<file path="config.mk">
export PLATFORM = sky130hd
export DESIGN_NAME = ram_port_arbiter
export DESIGN_NICKNAME = d
export VERILOG_FILES = /design/src/rtl/ram_port_arbiter.sv
export SDC_FILE = /design/constraint.sdc
export NUM_CORES = 1
export LEC_CHECK = 0
export ABC_CLOCK_PERIOD_IN_PS = 3300
export BUFFER_PORTS_ARGS = -buffer_cell sky130_fd_sc_hd__buf_2
export CORE_AREA = 2 2 156 158
export DETAILED_ROUTE_END_ITERATION = 7
export DIE_AREA = 0 0 158 160
export PLACE_DENSITY = 0.61
export SLEW_MARGIN = 0
export SYNTH_ARGS = -nofsm -noshare
export SYNTH_HDL_FRONTEND = slang
export SYNTH_SLANG_ARGS = --single-unit
</file>
<file path="constraint.sdc">
create_clock -name clk -period 3.3 [get_ports clk]
set_clock_uncertainty 0.2 [all_clocks]
set_input_delay 0.33 -clock clk [delete_from_list [all_inputs] [get_ports clk]]
set_output_delay 0.33 -clock clk [all_outputs]
set_load 0.05 [all_outputs]
</file>
<file path="src/rtl/ram_port_arbiter.sv">
// Round-robin arbiter sharing one RAM port among NREQ cache requesters.
// Optional ARB_DATA_PRIO_EN: odd (D-cache) requesters win over even ones.
module ram_port_arbiter #(
    parameter int unsigned NREQ    = 4,
    parameter int unsigned AW      = 32,
    parameter int unsigned DW      = 32,
    parameter int unsigned TIMEOUT = 255
) (
    input  logic               clk,
    input  logic               rst,
    input  logic [NREQ-1:0]    req_ren,
    input  logic [NREQ-1:0]    req_wen,
    input  logic [NREQ*AW-1:0] req_addr,
    input  logic [NREQ*DW-1:0] req_store,
    output logic [NREQ-1:0]    req_wait,
    output logic [DW-1:0]      req_load,
    output logic               ram_ren,
    output logic               ram_wen,
    output logic [AW-1:0]      ram_addr,
    output logic [DW-1:0]      ram_store,
    input  logic [DW-1:0]      ram_load,
    input  logic               ram_ready,
    output logic               arb_err
);

    localparam int unsigned GW = (NREQ > 1) ? $clog2(NREQ) : 1;
    localparam int unsigned CW = 8;
    localparam logic [CW-1:0] TMO = CW'(TIMEOUT);
    localparam logic [DW-1:0] ABORT_DATA = DW'(32'hBAD1BAD1);

    typedef enum logic [1:0] {
        IDLE   = 2'd0,
        ACCESS = 2'd1,
        DONE   = 2'd2
    } state_t;

    state_t          state, state_nx;
    logic [GW-1:0]   grant, grant_nx;
    logic [GW-1:0]   rr_ptr, rr_ptr_nx;
    logic            wflag, wflag_nx;
    logic [CW-1:0]   cnt, cnt_nx;
    logic [AW-1:0]   addr_nx;
    logic [DW-1:0]   store_nx;
    logic [DW-1:0]   load_nx;
    logic            err_nx;
    logic            ren_nx, wen_nx;

    logic [NREQ-1:0] active;
    logic [NREQ-1:0] cand;
    logic [GW-1:0]   slot;
    logic [GW-1:0]   pick;
    logic            pick_vld;

    assign active = req_ren | req_wen;

`ifdef ARB_DATA_PRIO_EN
    logic [NREQ-1:0] odd_act;

    always_comb begin
        odd_act = '0;
        for (int unsigned i = 0; i < NREQ; i++) begin
            odd_act[i] = active[i] & ((i % 2) == 1);
        end
    end

    assign cand = (|odd_act) ? odd_act : active;
`else
    assign cand = active;
`endif

    // First candidate at or after rr_ptr, wrapping mod NREQ.
    always_comb begin
        slot     = '0;
        pick     = '0;
        pick_vld = 1'b0;
        for (int unsigned k = 0; k < NREQ; k++) begin
            slot = GW'((32'(rr_ptr) + k) % NREQ);
            if (!pick_vld && cand[slot]) begin
                pick     = slot;
                pick_vld = 1'b1;
            end
        end
    end

    always_comb begin
        state_nx  = state;
        grant_nx  = grant;
        rr_ptr_nx = rr_ptr;
        wflag_nx  = wflag;
        cnt_nx    = cnt;
        addr_nx   = ram_addr;
        store_nx  = ram_store;
        load_nx   = req_load;
        err_nx    = arb_err;
        unique case (state)
            IDLE: begin
                if (pick_vld) begin
                    grant_nx = pick;
                    addr_nx  = req_addr[32'(pick)*AW +: AW];
                    store_nx = req_store[32'(pick)*DW +: DW];
                    wflag_nx = req_wen[pick];
                    cnt_nx   = '0;
                    state_nx = ACCESS;
                end
            end
            ACCESS: begin
                cnt_nx = cnt + CW'(1);
                if (ram_ready) begin
                    if (!wflag) begin
                        load_nx = ram_load;
                    end
                    state_nx = DONE;
                end else if (cnt_nx == TMO) begin
                    err_nx   = 1'b1;
                    load_nx  = ABORT_DATA;
                    state_nx = DONE;
                end
            end
            DONE: begin
                rr_ptr_nx = (32'(grant) + 1 == NREQ) ? '0 : grant + GW'(1);
                cnt_nx    = '0;
                state_nx  = IDLE;
            end
            default: state_nx = IDLE;
        endcase
        // Strobes are registered from the next state so they track ACCESS exactly.
        ren_nx = (state_nx == ACCESS) && !wflag_nx;
        wen_nx = (state_nx == ACCESS) && wflag_nx;
    end

    always_ff @(posedge clk or posedge rst) begin
        if (rst) begin
            state     <= IDLE;
            grant     <= '0;
            rr_ptr    <= '0;
            wflag     <= 1'b0;
            cnt       <= '0;
            ram_addr  <= '0;
            ram_store <= '0;
            req_load  <= '0;
            arb_err   <= 1'b0;
            ram_ren   <= 1'b0;
            ram_wen   <= 1'b0;
        end else begin
            state     <= state_nx;
            grant     <= grant_nx;
            rr_ptr    <= rr_ptr_nx;
            wflag     <= wflag_nx;
            cnt       <= cnt_nx;
            ram_addr  <= addr_nx;
            ram_store <= store_nx;
            req_load  <= load_nx;
            arb_err   <= err_nx;
            ram_ren   <= ren_nx;
            ram_wen   <= wen_nx;
        end
    end

    // Stall every active requester except the one being released in DONE.
    always_comb begin
        req_wait = '0;
        for (int unsigned i = 0; i < NREQ; i++) begin
            req_wait[i] = active[i] & ~((state == DONE) && (grant == GW'(i)));
        end
    end

endmodule

</file>
[Yosys cells after proc, flatten, opt, wreduce, memory -nomap -nowiden]
Cells that the tools add are included.
Word-level totals
  flip-flop bits (word level): 114
  bits of input ports: 299
  output and inout bits: 103
Operators by class
  add/sub/neg operators: 6
  order comparisons: 5
  equality and inequality tests: 10
  shift-type cells: 2
  multiplexer cells: 30
  bitwise gates (word level): 10
  reductions and logical operators: 21
Operator list (number)
  128-bit by 8-bit variable part select with 32-bit output: 2
  32-bit two-way mux: 3
  8-bit case mux with 3 select lines: 1
  2-bit two-way mux: 8
  2-bit by 3-bit less-than comparator with 1-bit output, second input constant: 5
  1-bit two-way mux: 11
  1-bit binary-select mux with 2-bit select: 5
  1-bit logical AND: 9
  8-bit by 1-bit adder with 8-bit output, second input constant: 1
  8-bit equality test, second input constant: 1
  8-bit two-way mux: 1
  2-bit by 1-bit equality test with 1-bit output, second input constant: 3
  2-bit equality test, second input constant: 3
  3-bit AND reduction: 2
  1-bit NOT: 5
  2-bit by 1-bit adder with 2-bit output, second input constant: 2
  2-bit adder, second input constant: 2
  1-bit AND: 4
  1-bit logical NOT: 4
  2-bit logical NOT: 2
  2-bit != test, second input constant: 2
  4-bit OR: 1
  2-bit case mux with 2 select lines: 1
  2-bit AND reduction: 2
  4 further kinds: 4

[Logic depth before layout (Yosys ltp)]
  depth in word-level cells: 19
  gate-level depth with buffers: 8
  gate-level depth less buffers: 7

[Worst setup path after synthesis]
Ideal clock, no wire load.
  kind: input -> register
  from: input req_wen[1]
  to: register ram_addr[18]
  arrival: 1.771 ns
  required time: 2.969 ns
  slack: 1.198 ns
  stages: 7
  buffers on the path: 2
  cell sequence: or2_1 -> o311a_1 -> buf_6 -> nor2_8 -> buf_12 -> mux2i_1 -> o211ai_2
On the way
  word-level cells in the longest chain between the ends: 14
  elaborated cells on any way between the ends: 25
  those cells by class: 1 x shift; 16 x mux; 1 x bitwise; 7 x reduce/logical
RTL lines
  start: declaration: RTL line 12  | input logic [NREQ-1:0] req_wen,
  4-bit OR *: RTL line 54  | assign active = req_ren | req_wen;
  1-bit binary-select mux with 2-bit select: RTL line 78  | if (!pick_vld && cand[slot]) begin
  1-bit two-way mux (not written as such): RTL line 78
  1-bit two-way mux: RTL line 78
  1-bit logical NOT: RTL line 78
  1-bit logical AND: RTL line 78
  1-bit two-way mux: RTL line 78
  1-bit logical NOT: RTL line 78
  1-bit logical AND: RTL line 78
  1-bit two-way mux: RTL line 78
  1-bit logical NOT: RTL line 78
  1-bit logical AND: RTL line 78
  2-bit two-way mux or 1-bit two-way mux (tied branches): RTL line 78
  128-bit by 8-bit variable part select with 32-bit output or 2-bit AND reduction (tied branches)
  end signal: assignment: RTL line 150  | ram_addr <= addr_nx;
  end: declaration: RTL line 19  | output logic [AW-1:0] ram_addr,
Every way passes the cells marked *; elsewhere a longest branch is shown, timed or not. The select of a mux whose other input is x is not followed.
A chain may end at the register's enable or synchronous reset.

[Final worst setup path]
  from: register rr_ptr[1]
  to: register ram_addr[26]
On the way
  word-level cells in the longest chain between the ends: 13
  elaborated cells on any way between the ends: 27
  those cells by class: 3 x add/sub; 1 x shift; 16 x mux; 7 x reduce/logical
RTL lines
  start: declaration: RTL line 39  | logic [GW-1:0] rr_ptr, rr_ptr_nx;
  start signal: assignment: RTL line 147  | rr_ptr <= rr_ptr_nx;
  branches (longest 13 deep; another with 2-bit by 1-bit adder with 2-bit output)
Parallel ways; which one is timed is not known. The select of a mux whose other input is x is not followed.

==> impl_metrics.prom <==
# TYPE chip_impl_metric gauge
chip_impl_info{name="timing.critical_path.from_type",value="flip-flop"} 1
chip_impl_metric{name="nets",unit=""} 1424
chip_impl_metric{name="synth_enable_flop_cells",unit=""} 0
chip_impl_info{name="min-delay-path-class",value="primary input to flip-flop"} 1
chip_impl_metric{name="route.final.wire_length",unit="um"} 26900
chip_impl_info{name="library_cell_used_as_clock_root_buffer",value="clkbuf_16"} 1
chip_impl_metric{name="numPlacedInstances",unit=""} 1385
chip_impl_metric{name="layout.cell_area.non_filler",unit="um2"} 10400
chip_impl_info{name="synthTopCellsByCount",value="114 x dfrtp_1, 93 x mux2i_1, 89 x nand2_1"} 1
chip_impl_info{name="postSynth.topFlopCell",value="dfrtp_1"} 1
chip_impl_info{name="synth.most_common_cell",value="dfrtp_1"} 1
chip_impl_metric{name="maxSlewHeadroom",unit=""} 0.406
chip_impl_metric{name="final.min_clock_period",unit="ns"} 2.95
chip_impl_metric{name="largest_net_degree_at_the_start_of_global_routing",unit=""} 73
chip_impl_metric{name="place_congestion",unit=""} 0.839
chip_impl_metric{name="final_layout_worst_hold_slack",unit="ns"} 0.0107
chip_impl_metric{name="worst_slack",unit="ns"} 0.346
chip_impl_metric{name="fill_cells",unit=""} 2400
chip_impl_metric{name="dpl_worst_slack",unit="ns"} 0.708
chip_impl_metric{name="hold_violation_total_from_the_final_report",unit=""} 0
chip_impl_metric{name="route.detailed.wl_per_inst",unit="um"} 18.4
chip_impl_metric{name="final.setup.tns",unit="ns"} 0
chip_impl_metric{name="power_per_cell_area",unit="nW/um2"} 1050
chip_impl_info{name="worstSetupEndpointType",value="flip-flop"} 1
chip_impl_metric{name="floorplan.die_area",unit="um2"} 25300
chip_impl_metric{name="ioPinCount",unit=""} 402
chip_impl_metric{name="placeableCoreArea",unit="um2"} 23800
chip_impl_info{name="grt_setup_unrepaired",value="false"} 1
chip_impl_info{name="post_synth_main_area_contributors",value="dfrtp_1 40%, mux2i_1 13%, o211ai_2 5.3%, nand2_1 4.7%, a211o_1 4.7%"} 1
chip_impl_metric{name="drcViolationCount",unit=""} 0
chip_impl_metric{name="synth_cell_type_count",unit=""} 58
chip_impl_metric{name="register_area",unit="um2"} 2850
chip_impl_metric{name="layout-drive-gt1-share",unit=""} 0.446
chip_impl_metric{name="post-cts-setup-buffers",unit=""} 0
chip_impl_metric{name="dieWidth",unit="um"} 158
chip_impl_metric{name="synth.avg_cell_area",unit="um2"} 10.0
chip_impl_metric{name="drt_first_pass_iters",unit=""} 7
chip_impl_info{name="status",value="completed"} 1
chip_impl_metric{name="cap_violations",unit=""} 0
chip_impl_metric{name="groute.usage.overall",unit=""} 0.205
chip_impl_info{name="cts_tree",value="done"} 1
chip_impl_metric{name="report.final.slew_viol_count",unit=""} 0
chip_impl_metric{name="gate_count_of_the_mapped_netlist",unit=""} 703
chip_impl_metric{name="synthArstFlopShare",unit=""} 1.00
chip_impl_metric{name="numPortBuffers",unit=""} 401
chip_impl_metric{name="post_cts.resized_instances",unit=""} 0
chip_impl_metric{name="grt_first_pass_wirelength",unit="um"} 40700
chip_impl_info{name="worst-setup-path-type",value="flip-flop to flip-flop"} 1
chip_impl_metric{name="leakagePower",unit="nW"} 5.12
chip_impl_metric{name="post-synth-top-area-fraction",unit=""} 0.404
chip_impl_metric{name="floorplan.initialDensity",unit=""} 0.296
chip_impl_metric{name="final-setup-viol-count",unit=""} 0
chip_impl_metric{name="totalPowerFinal",unit="mW"} 10.9
chip_impl_metric{name="cp_data_required_time",unit="ns"} 3.38
chip_impl_metric{name="synth_fp_nets",unit=""} 1008
chip_impl_metric{name="clk_latency",unit="ns"} 0.42
chip_impl_metric{name="cts_max_path_buffers",unit=""} 2
chip_impl_metric{name="ff2ff_setup_slack",unit="ns"} 0.35
chip_impl_metric{name="syn-cell-area",unit="um2"} 7060
chip_impl_metric{name="rows",unit=""} 57
chip_impl_metric{name="post-route-util",unit=""} 0.436
chip_impl_metric{name="numCtsBuffers",unit=""} 17
chip_impl_metric{name="number_of_drc_violations_after_detailed_routing_iteration_0",unit=""} 497
chip_impl_metric{name="drt.antenna.violating_nets",unit=""} 0
chip_impl_metric{name="clock_sink_count",unit=""} 114
chip_impl_metric{name="globalRouteOverflowTotal",unit=""} 0
chip_impl_metric{name="routed_via_count",unit=""} 7497
chip_impl_metric{name="dp.final_hpwl",unit="um"} 18600
chip_impl_metric{name="worst_slew_pin_slew",unit="ns"} 0.892
chip_impl_metric{name="worst-endpoint-arrival",unit="ns"} 3.03
chip_impl_metric{name="synth-seq-area-share",unit=""} 0.404
chip_impl_metric{name="layout_worst_path_cycle_share",unit=""} 0.895
chip_impl_metric{name="postSynthRegisterBits",unit=""} 114
chip_impl_metric{name="die_height",unit="um"} 160
chip_impl_metric{name="max_clock_freq",unit="MHz"} 339
chip_impl_metric{name="first_global_vias",unit=""} 7605
chip_impl_metric{name="stdcell_count",unit=""} 1459
chip_impl_metric{name="post_drt_via_cell_ratio",unit=""} 5.14
chip_impl_metric{name="cts-hold-fix-buffers",unit=""} 39
chip_impl_metric{name="clock_tree.htree_level_count",unit=""} 4
chip_impl_info{name="synth.largest_area_cell",value="dfrtp_1"} 1
chip_impl_metric{name="clkSlewWorstSetupHoldPaths",unit="ns"} 0.06
chip_impl_metric{name="area_growth_syn_to_layout",unit="%"} 47.1
chip_impl_metric{name="peakVddDrop",unit="uV"} 516
chip_impl_metric{name="postPlaceCellArea",unit="um2"} 9400
chip_impl_metric{name="number_of_antenna_violations_at_the_first_check_in_global_routing",unit=""} 4
chip_impl_metric{name="multi_input_area",unit="um2"} 3870
chip_impl_metric{name="critPathMaxFanout",unit=""} 30
chip_impl_metric{name="yosys_warnings",unit=""} 0
-- registers in the layout, indices dropped and copies added (netlist names) --
signal,count
ram_store,32
arb_err,1
wflag,1
grant,2
ram_wen,1
cnt,8
rr_ptr,2
req_load,32
ram_ren,1
state,2
ram_addr,32
-- placed cells by master (no fill, tap or decap), types with 7 or more instances in the layout --
| cell type | Yosys | layout |
|---|---|---|
| dlygate4sd3_1 | 0 | 39 |
| o221ai_1 | 29 | 29 |
| nor2_1 | 12 | 12 |
| o211ai_2 | 30 | 30 |
| o22a_1 | 18 | 18 |
| mux2i_1 | 93 | 93 |
| a22oi_1 | 14 | 14 |
| nand2_1 | 89 | 89 |
| clkbuf_16 | 0 | 17 |
| buf_4 | 6 | 14 |
| inv_6 | 0 | 7 |
| nand3_1 | 41 | 41 |
| a211o_1 | 38 | 38 |
| o211ai_1 | 7 | 7 |
| dfrtp_1 | 114 | 114 |
| buf_2 | 11 | 401 |
| o21ai_0 | 62 | 62 |
| o31a_1 | 18 | 18 |
-- layout make-up --
cell class	instances	area share
antenna	3	0.000723
clock buffer	17	0.0410
clock inverter	15	0.0153
inverter	7	0.00289
multi-input combinational	519	0.373
sequential	114	0.275
tap	324	0.0391
timing repair buffer	460	0.253
-- where the power goes --
part	switching [mW]	internal (mW)	leakage [nW]	total (mW)
combinational	4.42	2.10	3.43	6.52
sequential	0.411	2.04	1.40	2.45
clock	0.825	1.07	0.280	1.90
-- logic make-up after synthesis --
kind of cell               Yosys count  synth area share
DFF                                114             0.404
muxes                               96             0.137
AOI/OAI and AO/OA                  244             0.280
and+or+nand+nor                    169             0.112
xor gates and xnor gates             4           0.00497
adders and majority gates            6            0.0106
buffers and inverters               70            0.0514
-- metal layers --
metal / track usage / part of all wire
met3: 0.0404 / 0.064
met4: 0.0807 / 0.023
met2: 0.352 / 0.50
met5: 0 / 0.00048
met1: 0.251 / 0.42
-- path summary, 6_finish.rpt --
check | startpoint | end | cells past startpoint
max | rr_ptr[1]$_DFFE_PP0P_ | ram_addr[26]$_DFFE_PP0P_ | 7
min in group asynchronous | rst | ram_store[15]$_DFFE_PP0P_ | 4
min reg2reg | ram_store[13]$_DFFE_PP0P_ | ram_store[13]$_DFFE_PP0P_ | 2
max in group asynchronous | rst | ram_addr[4]$_DFFE_PP0P_ | 4
min | req_store[35] | ram_store[3]$_DFFE_PP0P_ | 3
max reg2reg | rr_ptr[1]$_DFFE_PP0P_ | ram_addr[26]$_DFFE_PP0P_ | 7
-- worst max-delay path, cell delays in order (launching register included) --
cell           delay [ns]
dfrtp_1              0.46
o21a_1               0.19
o311a_2              0.49
nor2_8               0.26
buf_12               0.28
mux2i_1              0.23
dlygate4sd3_1        0.58
o211ai_2             0.07
(Power assumes the default switching activity.)
